**src/rtl/lfsr_pkg.sv**
```systemverilog
// Shared definitions for the 4-bit LFSR sequencer: command opcodes, controller
// states, feedback taps and the next-value / seed-reversal helpers.
package lfsr_pkg;

   typedef enum logic [1:0] {
      OP_LOAD = 2'b00,
      OP_STEP = 2'b01,
      OP_FREE = 2'b10,
      OP_STOP = 2'b11
   } op_e;

   typedef enum logic {
      IDLE = 1'b0,
      RUN  = 1'b1
   } state_e;

   localparam int TAP_HI = 3;
   localparam int TAP_LO = 2;

   function automatic logic [3:0] lfsr_next(input logic [3:0] q);
      return {q[2:0], q[TAP_HI] ^ q[TAP_LO]};
   endfunction

   // Seeds arrive MSB-first on the bus but land LSB-first in the register.
   function automatic logic [3:0] bit_rev4(input logic [3:0] s);
      return {s[0], s[1], s[2], s[3]};
   endfunction

endpackage

```
**src/rtl/lfsr4_core.sv**
```systemverilog
// 4-bit Fibonacci LFSR register with parallel load and shift enable.
module lfsr4_core
   import lfsr_pkg::*;
(
   input  logic       clk,
   input  logic       rst,
   input  logic       load,
   input  logic [3:0] load_data,
   input  logic       shift,
   output logic [3:0] q
);

   always_ff @(posedge clk) begin
      if (rst) begin
         q <= 4'b0000;
      end else if (load) begin
         q <= load_data;
      end else if (shift) begin
         q <= lfsr_next(q);
      end
   end

endmodule

```
**src/rtl/lfsr_seq_ctrl.sv**
```systemverilog
// Command-driven sequencer around lfsr4_core: seed load, counted or free-running
// shifts paced by a tick divider, and period detection against the loaded seed.
//
// state | meaning
// IDLE  | waiting for a command; LOAD/STEP/FREE/STOP accepted
// RUN   | shifting once per DIV cycles; only STOP accepted
module lfsr_seq_ctrl
   import lfsr_pkg::*;
#(
   parameter int CNT_W = 8,
   parameter int DIV   = 1
) (
   input  logic             clk,
   input  logic             rst,
   input  logic             cmd_valid,
   output logic             cmd_ready,
   input  logic [1:0]       cmd_op,
   input  logic [3:0]       cmd_seed,
   input  logic [CNT_W-1:0] cmd_count,
   output logic [3:0]       lfsr_q,
   output logic             q_valid,
   output logic             busy,
   output logic             done,
   output logic             period_hit,
   output logic [CNT_W-1:0] period_len,
   output logic             zero_err
);

   localparam int DIV_W = (DIV > 1) ? $clog2(DIV) : 1;
   localparam logic [DIV_W-1:0] DIV_TC = DIV_W'(DIV - 1);

   state_e           state, state_nxt;
   op_e              op;
   logic             accept, shift_en, load_en, run_start, done_nxt, zero_set;
   logic             free_mode, found;
   logic [DIV_W-1:0] div_cnt;
   logic [CNT_W-1:0] remaining, step_cnt, step_inc;
   logic [3:0]       seed_rev, q_next, ref_q;

   assign op        = op_e'(cmd_op);
   assign cmd_ready = (state == IDLE) || (op == OP_STOP);
   assign accept    = cmd_valid && cmd_ready;
   assign busy      = (state == RUN);
   assign shift_en  = (state == RUN) && (div_cnt == DIV_TC);
   assign seed_rev  = bit_rev4(cmd_seed);
   assign q_next    = lfsr_next(lfsr_q);
   assign step_inc  = (step_cnt == '1) ? step_cnt : step_cnt + 1'b1;

   lfsr4_core u_core (
      .clk       (clk),
      .rst       (rst),
      .load      (load_en),
      .load_data (seed_rev),
      .shift     (shift_en),
      .q         (lfsr_q)
   );

   always_comb begin
      state_nxt = state;
      load_en   = 1'b0;
      run_start = 1'b0;
      done_nxt  = 1'b0;
      zero_set  = 1'b0;
      case (state)
         IDLE: begin
            if (accept) begin
               case (op)
                  OP_LOAD: begin
                     if (cmd_seed != 4'b0000) load_en  = 1'b1;
                     else                     zero_set = 1'b1;
                  end
                  OP_STEP: begin
                     if (cmd_count == '0) begin
                        done_nxt = 1'b1;
                     end else if (lfsr_q == 4'b0000) begin
                        done_nxt = 1'b1;
                        zero_set = 1'b1;
                     end else begin
                        state_nxt = RUN;
                        run_start = 1'b1;
                     end
                  end
                  OP_FREE: begin
                     if (lfsr_q == 4'b0000) begin
                        done_nxt = 1'b1;
                        zero_set = 1'b1;
                     end else begin
                        state_nxt = RUN;
                        run_start = 1'b1;
                     end
                  end
                  default: ;
               endcase
            end
         end
         RUN: begin
            // accept in RUN can only be STOP; a coincident shift still lands
            if (accept || (shift_en && !free_mode && remaining == CNT_W'(1))) begin
               state_nxt = IDLE;
               done_nxt  = 1'b1;
            end
         end
         default: state_nxt = IDLE;
      endcase
   end

   always_ff @(posedge clk) begin
      if (rst) begin
         state      <= IDLE;
         q_valid    <= 1'b0;
         done       <= 1'b0;
         period_hit <= 1'b0;
         period_len <= '0;
         zero_err   <= 1'b0;
         ref_q      <= 4'b0000;
         div_cnt    <= '0;
         remaining  <= '0;
         step_cnt   <= '0;
         found      <= 1'b0;
         free_mode  <= 1'b0;
      end else begin
         state      <= state_nxt;
         q_valid    <= shift_en;
         done       <= done_nxt;
         period_hit <= shift_en && (q_next == ref_q);
         if (zero_set) zero_err <= 1'b1;
         if (load_en) begin
            ref_q      <= seed_rev;
            zero_err   <= 1'b0;
            period_len <= '0;
            step_cnt   <= '0;
            found      <= 1'b0;
         end
         if (run_start) begin
            div_cnt   <= '0;
            remaining <= cmd_count;
            free_mode <= (op == OP_FREE);
         end else if (state == RUN) begin
            div_cnt <= shift_en ? '0 : div_cnt + 1'b1;
         end
         if (shift_en) begin
            remaining <= remaining - 1'b1;
            step_cnt  <= step_inc;
            if (!found && q_next == ref_q) begin
               found      <= 1'b1;
               period_len <= step_inc;
            end
         end
      end
   end

endmodule
```
**config.mk**
```make
export PLATFORM = sky130hd
export DESIGN_NAME = lfsr_seq_ctrl
export DESIGN_NICKNAME = d
export VERILOG_FILES = /design/src/rtl/lfsr_pkg.sv /design/src/rtl/lfsr4_core.sv /design/src/rtl/lfsr_seq_ctrl.sv
export SDC_FILE = /design/constraint.sdc
export NUM_CORES = 1
export LEC_CHECK = 0
export CELL_PAD_IN_SITES_DETAIL_PLACEMENT = 1
export CELL_PAD_IN_SITES_GLOBAL_PLACEMENT = 1
export CORE_MARGIN = 3
export CORE_UTILIZATION = 47
export DETAILED_ROUTE_END_ITERATION = 10
export DONT_BUFFER_PORTS = 1
export GPL_TIMING_DRIVEN = 0
export MAX_ROUTING_LAYER = met4
export PLACE_DENSITY_LB_ADDON = 0.25
export SLEW_MARGIN = 20
export SYNTH_ARGS = -nofsm -noshare
export SYNTH_HDL_FRONTEND = slang
export SYNTH_SLANG_ARGS = --single-unit
export TNS_END_PERCENT = 5
```
**constraint.sdc**
```tcl
create_clock -name clk -period 2.2 [get_ports clk]
set_clock_uncertainty 0.2 [all_clocks]
set_input_delay 0 -clock clk [delete_from_list [all_inputs] [get_ports clk]]
set_output_delay 0 -clock clk [all_outputs]
set_load 0.01 [all_outputs]
```
* Yosys cells after proc, flatten, opt, wreduce, memory -nomap -nowiden
Cells that the tools add are included.
** Cells by class
- Reductions and logical operators :: 18
- Equal/unequal tests :: 6
- Bitwise logic cells :: 3
- Add/sub/neg operators :: 3
- Muxes and demuxes :: 36
** Operators by type and width (number)
- $mux 8 :: 8
- $mux 1 :: 21
- $add 8x1->8 const B :: 1
- $eq 8x1->1 const B :: 1
- $eq 8x8->1 const B :: 1
- $logic_not 8->1 :: 1
- $mux 4 :: 2
- $pmux 1 s2 :: 4
- $sub 8x1->8 const B :: 1
- $logic_and 1x1->1 :: 6
- $eq 2x2->1 const B :: 2
- $eq 4x4->1 :: 1
- $logic_not 4->1 :: 1
- $reduce_bool 2->1 :: 2
- $reduce_bool 4->1 :: 1
- $reduce_or 2->1 :: 2
- $pmux 1 s3 :: 1
- $eq 2x1->1 const B :: 1
- $logic_not 1->1 :: 2
- $logic_not 2->1 :: 1
- $logic_or 1x1->1 :: 2
- $not 1->1 :: 2
- $add 1x1->1 const B :: 1
- $xor 1x1->1 :: 1
** Storage, ports and cells
- Flip-flop bits (word level) :: 40
- Output and inout bits :: 18

* Logic depth before layout (Yosys ltp)
Gate-level depths: netlist (run 1).
- Word-level depth :: 8
- Mapped depth :: 8
- Depth with buffers taken out :: 6

* Hierarchy
Synthesis (run 1) repeated with hierarchy kept, for this count alone.
** Second synthesis, totals
- Cell total of the unflattened synthesis :: 266
- Area total of the unflattened synthesis :: 2242.2 um^2
** By module, submodules not included
- lfsr_seq_ctrl :: area each 2040.7 um^2, sequential area each 720.7 um^2, cells an instance 247, times used 1
- lfsr4_core :: area each 201.4 um^2, sequential area each 80.1 um^2, cells an instance 19, times used 1

* Least setup slack after synthesis (run 1)
No wires, ideal clock.
- Kind :: flip-flop to flip-flop
- From :: register u_core.q[2]
- To :: register remaining[3]
- Setup time :: 0.116 ns
- Cell stages (with the launch flop) :: 8
- Arrival time :: 1.749 ns
- Slack :: 0.135 ns
- Data required time :: 1.884 ns
- Path through :: dfxtp_1 inv_1 ha_1 nor3b_2 or3_1 buf_2 or3_1 o211a_1
** On the way
- Word-level cells in the longest chain between the ends :: 7
** RTL lines
- start, declared :: RTL line lfsr4_core.sv:10 : output logic [3:0] q
- start signal, assigned :: RTL line lfsr4_core.sv:17 : q <= load_data;
- start signal, assigned :: RTL line lfsr4_core.sv:19 : q <= lfsr_next(q);
- $logic_not 4->1 (*) :: RTL line lfsr_seq_ctrl.sv:75, lfsr_seq_ctrl.sv:84
- $mux 1 (*) :: RTL line lfsr_seq_ctrl.sv:75, lfsr_seq_ctrl.sv:84
- $mux 1 :: RTL line lfsr_seq_ctrl.sv:73 : if (cmd_count == '0) begin
- $pmux 1 s2 (*) :: RTL line lfsr_seq_ctrl.sv:67 : case (op)
- $mux 1 (*) :: RTL line lfsr_seq_ctrl.sv:66 : if (accept) begin
- $mux 1 (*) :: RTL line lfsr_seq_ctrl.sv:64 : case (state)
- $reduce_bool 2->1 (no line) (*)
- end signal, assigned :: RTL line lfsr_seq_ctrl.sv:136 : remaining <= cmd_count;
- end signal, assigned :: RTL line lfsr_seq_ctrl.sv:142 : remaining <= remaining - 1'b1;
- end, declared :: RTL line lfsr_seq_ctrl.sv:37 : logic [CNT_W-1:0] remaining, step_cnt, step_inc;
Every way passes the cells marked *; elsewhere a longest branch is shown, timed or not.
A chain may end at the register's enable or synchronous reset.

* Worst setup path after layout (run 1)
- From :: register step_cnt[0]
- To :: register period_len[6]
** On the way
- Word-level cells in the longest chain between the ends :: 4
** RTL lines
- start, declared :: RTL line lfsr_seq_ctrl.sv:37
- start signal, assigned :: RTL line lfsr_seq_ctrl.sv:143 : step_cnt <= step_inc;
- $add 8x1->8 / $eq 8x8->1 (equally long branches) :: RTL line lfsr_seq_ctrl.sv:47 : assign step_inc = (step_cnt == '1) ? step_cnt : step_cnt + 1'b1;
- $mux 8 (*) :: RTL line lfsr_seq_ctrl.sv:47
- $mux 8 (*) :: RTL line lfsr_seq_ctrl.sv:144 : if (!found && q_next == ref_q) begin
- $mux 8 (*) :: RTL line lfsr_seq_ctrl.sv:141 : if (shift_en) begin
- end signal, assigned :: RTL line lfsr_seq_ctrl.sv:146 : period_len <= step_inc;
- end, declared :: RTL line lfsr_seq_ctrl.sv:25 : output logic [CNT_W-1:0] period_len,
Marked as above.

==> flow_summary.yaml, run 1 <==
critical_path:
  crit_type: "reg2reg"
  crit_fanout: 7
  cp_top_family: "simple AND/OR/NAND/NOR gates"
  critPathMaxStageDelay_ps: 580
  slowest_stage: "or4b_1"
  cp.arrival_ps: 2270
  end_kind: "flip-flop"
  worst_setup_path_start_kind: "flip-flop"
  path_buf_inv: 0
  path_depth: 5
  cp.required_ps: 2220
  path_cells: "ha_1, and3_1, a31oi_1, or4b_1, a21oi_1"
  reg2reg_depth: 5
logic_synthesis:
  yosysTopAreaCell: "dfxtp_1"
  yosysSeqAreaShare_pct: 36.59
  syn_nets: 287
  ys_ff_latch: 40
  synth_edf_count: 0
  avgSynthCellArea_sq_um: 8.352
  syn_area_sq_um: 2188
  ys_async_sr_fraction_pct: 0
  synth_warnings: 0
  synth_most_common_cell: "dfxtp_1"
  ys_types: 51
  synthFlopType: "dfxtp_1"
  ys_top_cells_by_count: "dfxtp_1 (40), a21oi_1 (29), nand2_1 (27), nand3_1 (15)"
  synth_top_cell_area_share_pct: 36.59
  synthTopCellsByArea: "dfxtp_1 (37%), a21oi_1 (6.6%), nand2_1 (4.6%), ha_1 (4.6%), nand3_1 (3.4%)"
  syn_inst: 262
global_route:
  met3_usage_pct: 5.270
  overflow: 0
  grt_pass1_wl_um: 11060
  grt_max_degree: 14
  grt_util_all_layers_pct: 26.90
  antenna_found_initial: 0
  use_met2_pct: 41.54
  grt-busiest-layer: "met2"
  gr-usage-met1_pct: 34.71
  grt_pass1_vias: 2278
place:
  place_congestion: 0.8334
  placed_cells: 314
  pre_cts_ws_ps: -279.2
  io_buffers: 0
  hpwlAfterDp_um: 4510
detailed_routing:
  wirelength_um: 6782
  vias: 2229
  drtAntennaViolNets: 0
  avgRoutedWirePerCell_um: 19.72
  drt-vias-per-instance: 6.480
  dr.pass1.iters: 4
  drc_errors: 0
  drtIter0Drc: 157
timing:
  finalCritPeriodShare_pct: 102.6
  finalHoldViolations: 0
  slew-limit-headroom_pct: 62.18
  setup_viol_count_final: 1
  rsz0062_at_grt: "yes"
  setup_slack_ps: -58.23
  hold_slack_ps: 52.34
  fin_crit_ps: 2258
  worst_slew_pin_slew_ps: 567.2
  slew_viol_final: 0
  fmax_ghz: 0.4428
floorplan:
  core_area_sq_um: 4414
  initial_core_util_pct: 49.57
  die_h_um: 74.24
  ios: 35
  dieWidth_um: 74.24
  num_rows: 24
  dieArea_sq_um: 5511
clock_tree:
  cts_max_level: 2
  clk_pin_slew_ps: 80
  clockRootBuffer: "clkbuf_8"
  cts_tree: "built"
  clockBufferDepth: 2
  clk_latency_ps: 290
  cts_buffers: 5
  cts.sinks: 40
pwr:
  power_w: 0.001825
  power_density_nw_per_um2: 691.6
  ir_drop_mv: 0.3931
  leakage_nw: 0.9120
cells_and_area:
  drive_above_1_share_pct: 12.33
  areaGrowthSynthToFinish_pct: 20.58
  finalNonFillerCells: 344
  num_antenna_cells: 0
  fin_nets: 316
  post-route-util_pct: 59.78
hold_path:
  hold-path-cell-count: 4
  hold_class: "in2reg"
run_status:
  run_status: "finished, violations left"
  violations: "negative setup slack"
run:
  cap_viol_max_count: 0
==> tightest hold or removal path: cells and delay by family <==
family                   cells  cell delay [ps]
AO/OA/AOI/OAI                2              270
adder cells (fa/ha/maj)      1              200
AND/OR/NAND/NOR              1               40
==> sequential cells by signal (all words and copies together), names as in the netlist <==
name        flops
q_valid         1
done            1
remaining       8
found           1
free_mode       1
div_cnt         1
zero_err        1
period_hit      1
ref_q           4
step_cnt        8
busy            1
u_core.q        4
period_len      8
==> worst paths after layout <==
check | slack [ps] | endpoint | startpoint
setup / recovery | -60 | period_len[6]$_SDFF_PP0_ | step_cnt[0]$_SDFFE_PP0P_
hold / removal | 50 | done$_SDFF_PP0_ | cmd_op[0]
setup reg to reg | -60 | period_len[6]$_SDFF_PP0_ | step_cnt[0]$_SDFFE_PP0P_
hold reg to reg | 290 | ref_q[1]$_SDFFE_PP0P_ | ref_q[1]$_SDFFE_PP0P_
==> layout make-up <==
class,count,area [sq um]
flip-flops and latches,40,805.8
repair buffers,22,207.7
well taps,52,65.06
clock inverters,3,90.09
multi-input cells,193,1282
clock buffers,5,68.82
inverters,11,41.29
plain buffers,18,77.57
fillers,513,1775
==> report_power, final <==
group | internal [W] | total (W) | switching, W
logic | 0.0000928 | 0.000217 | 0.000124
clock network | 0.000568 | 0.000849 | 0.000281
registers | 0.000739 | 0.000759 | 0.0000206
total | 0.00140 | 0.00182 | 0.000426
==> layer usage <==
| metal | vias up | wire, um | part of all wire (%) |
|---|---|---|---|
| li1 | 1050 | - | - |
| met4 | 0 | 197 | 2.9 |
| met3 | 20 | 324 | 4.8 |
| met1 | 1095 | 2974 | 44 |
| met2 | 64 | 3285 | 48 |
| met5 | - | 0 | 0 |
==> logic make-up after synthesis <==
kind of cell / count (synthesis) / synth area share [%]
fa+ha+maj: 8 / 4.574
compound gates: 83 / 25.16
simple gates: 94 / 24.87
mux: 3 / 1.429
buf+inv: 29 / 5.374
xor+xnor: 5 / 2.001
flops: 40 / 36.59
==> metrics by stage <==
stage          area [sq um]  TNS, ps
3_5_place_dp           2253    -1654
5_1_grt                2639   -118.8
6_report               2639   -58.23
4_1_cts                2611        0
2_1_floorplan          2188        0
3_3_place_gp           2253    -1023
==> repair_timing <==
action,in CTS,in global routing
setup endpoints to repair,13,17
gates cloned,0,0
pin swaps,0,2
hold buffers,17,0
setup buffers,3,2
endpoints found under the hold margin,21,0
gates resized for setup,2,10
==> cells in the final DEF (no fill, tap or decap), drive strengths merged, types with 2 or more instances in the layout <==
cell type	n
a31oi	8
nor4	4
and3	3
o221a	2
nor2	8
nand2b	4
bufinv	3
nand3	15
nor3	7
ha	8
a211oi	2
dfxtp	40
dlygate4sd3	17
o31ai	2
and4	3
nor3b	4
o311ai	7
inv	11
a21oi	29
or3	6
nand4	4
o211ai	7
mux2i	2
o21ai	11
clkbuf	17
and2	2
buf	11
nand2	27
xnor2	5
o2111ai	5
Note: power is estimated with default switching activity, not from simulation.
==> run 2: changes to the inputs <==
Settings changed: HOLD_SLACK_MARGIN set to 0.15.
==> run 2 against run 1 <==
Net effect:
- the flow still finishes with violations (negative setup slack)
- flip-flop and latch count unchanged
- critical path depth unchanged
- sequential share of layout area decreased by 0.51 points
- first-iteration DRC count increased by 24%
- die area unchanged
- global-route usage increased by 0.98 points
- worst setup slack improved by 51 ps
- count of clock-buffer cells in the layout unchanged
- worst hold slack improved by 140 ps
- non-clock buffer count increased by 3
- sequential power about the same
- critical path type unchanged
==> flow_summary.yaml, run 2 (synthesized netlist as in run 1, its figures left out) <==
detailed_routing:
  wirelength_um: 7182
  drtAntennaViolNets: 0
  dr.pass1.iters: 4
  vias: 2275
  drtIter0Drc: 194
  avgRoutedWirePerCell_um: 20.70
  drt-vias-per-instance: 6.556
  drc_errors: 0
floorplan:
  core_area_sq_um: 4414
  initial_core_util_pct: 49.57
  ios: 35
  dieArea_sq_um: 5511
  die_h_um: 74.24
  num_rows: 24
  dieWidth_um: 74.24
cells_and_area:
  num_antenna_cells: 0
  post-route-util_pct: 60.88
  mostFrequentLayoutCell: "dfxtp_1"
  nFillCells: 512
  drive_above_1_share_pct: 13.22
  final_cell_mix: "dfxtp_1 (37), a21oi_1 (29), nand2_1 (27)"
  fin_nets: 319
  multi_input_area_sq_um: 1294
  areaGrowthSynthToFinish_pct: 22.81
  reg_top3: "period_len x8, remaining x8, step_cnt x8"
  seq_area_sq_um: 807.0
  finalNonFillerCells: 347
pwr:
  p_comb_share_pct: 12.1
  power_density_nw_per_um2: 682.0
  p_sw_w: 0.0004314
  p_seq_share_pct: 41.5
  swShare_pct: 23.54
  leakage_nw: 0.9162
  intPower_w: 0.001402
  clockPowerShare_pct: 46.4
  ir_drop_mv: 0.3958
global_route:
  grt_max_degree: 14
  grt_pass1_vias: 2352
  use_met2_pct: 44.88
  antenna_found_initial: 0
  overflow: 0
  grt-busiest-layer: "met2"
  met3_usage_pct: 4.865
  grt_pass1_wl_um: 11440
  gr-usage-met1_pct: 35.21
  grt_util_all_layers_pct: 27.88
clock_tree:
  cts.sinks: 40
  cts_buffers: 5
  clockRootBuffer: "clkbuf_8"
  cts_tree: "built"
  clk_pin_slew_ps: 80
  clk_latency_ps: 300
  cts_max_level: 2
  clockBufferDepth: 2
critical_path:
  crit_fanout: 7
  reg2reg_depth: 5
  cp.required_ps: 2220
  crit_type: "reg2reg"
  cp.arrival_ps: 2230
  worst_setup_path_start_kind: "flip-flop"
  end_kind: "flip-flop"
run:
  cap_viol_max_count: 0
hold_path:
  hold_class: "in2reg"
  hold-path-cell-count: 5
place:
  placed_cells: 314
  place_congestion: 0.8334
  pre_cts_ws_ps: -279.2
  hpwlAfterDp_um: 4510
  io_buffers: 0
timing:
  fmax_ghz: 0.4531
  hold_slack_ps: 188.1
  rsz0062_at_grt: "yes"
  setup_slack_ps: -6.867
  finalHoldViolations: 0
  finalCritPeriodShare_pct: 100.3
  slew-limit-headroom_pct: 61.74
  slew_viol_final: 0
  setup_viol_count_final: 1
  worst_slew_pin_slew_ps: 574.0
  fin_crit_ps: 2207
run_status:
  run_status: "finished, violations left"
  violations: "negative setup slack"
==> run 2: cell count changes in the layout (fill, tap and decap cells not counted) <==
cell	previous run	this run
dfxtp_1	38	37
or4b_1	1	0
nor3b_2	2	1
nor3b_4	0	1
dlygate4sd3_1	17	21
and3b_1	1	0
and3b_2	0	1
clkbuf_1	10	9
dfxtp_2	1	2
or4b_4	0	1
==> run 2: power groups by stage <==
stage	sequential, W	clock [W]	combinational, W
3_5_place_dp	0.000776	0	0.000160
6_report	0.000761	0.000850	0.000222
2_1_floorplan	0.000772	0	0.000118
3_3_place_gp	0.000776	0	0.000155
5_1_grt	0.000764	0.000878	0.000242
4_1_cts	0.000760	0.000846	0.000211
==> run 2: timing repair <==
item                                    in CTS  in global routing
setup buffers                                3                  2
pin swaps                                    0                  3
endpoints found under the setup margin      13                 25
endpoints found under the hold margin       38                  0
resized for setup                            2                 14
hold buffers                                21                  0
==> run 2: layout make-up <==
| class | count | area share (%) |
|---|---|---|
| well taps | 52 | 2.421 |
| repair buffers | 26 | 9.218 |
| flip-flops and latches | 40 | 30.03 |
| inverters | 11 | 1.536 |
| multi-input cells | 193 | 48.14 |
| clock inverters | 3 | 3.352 |
| plain buffers | 17 | 2.747 |
| clock buffers | 5 | 2.561 |
==> run 2: routing by layer <==
layer  share of wire, %  up-vias
li1                   -     1051
met1                 43     1143
met2                 51       68
met3                3.9       13
met4                2.0        0
met5                  0        -
==> run 2: worst paths after layout <==
path	startpoint	endpoint	slack, ps
hold reg to reg	ref_q[1]$_SDFFE_PP0P_	ref_q[1]$_SDFFE_PP0P_	290
setup / recovery	step_cnt[0]$_SDFFE_PP0P_	period_len[6]$_SDFF_PP0_	-7
setup reg to reg	step_cnt[0]$_SDFFE_PP0P_	period_len[6]$_SDFF_PP0_	-7
hold / removal	cmd_op[0]	done$_SDFF_PP0_	190
==> run 2: per-stage QoR <==
| stage | setup TNS [ps] | area, sq um | power, W |
|---|---|---|---|
| 6_report | -6.867 | 2688 | 0.001833 |
| 5_1_grt | -95.66 | 2688 | 0.001883 |
| 4_1_cts | 0 | 2651 | 0.001816 |
| 3_5_place_dp | -1654 | 2253 | 0.0009359 |
| 3_3_place_gp | -1023 | 2253 | 0.0009309 |
| 2_1_floorplan | 0 | 2188 | 0.0008898 |
==> run 2: worst max-delay path, cell delays in order (launching register included) <==
cell and delay, ps:
dfxtp_1 440, ha_1 320, and3_1 290, a31oi_1 160, or4b_4 550, a21oi_1 170
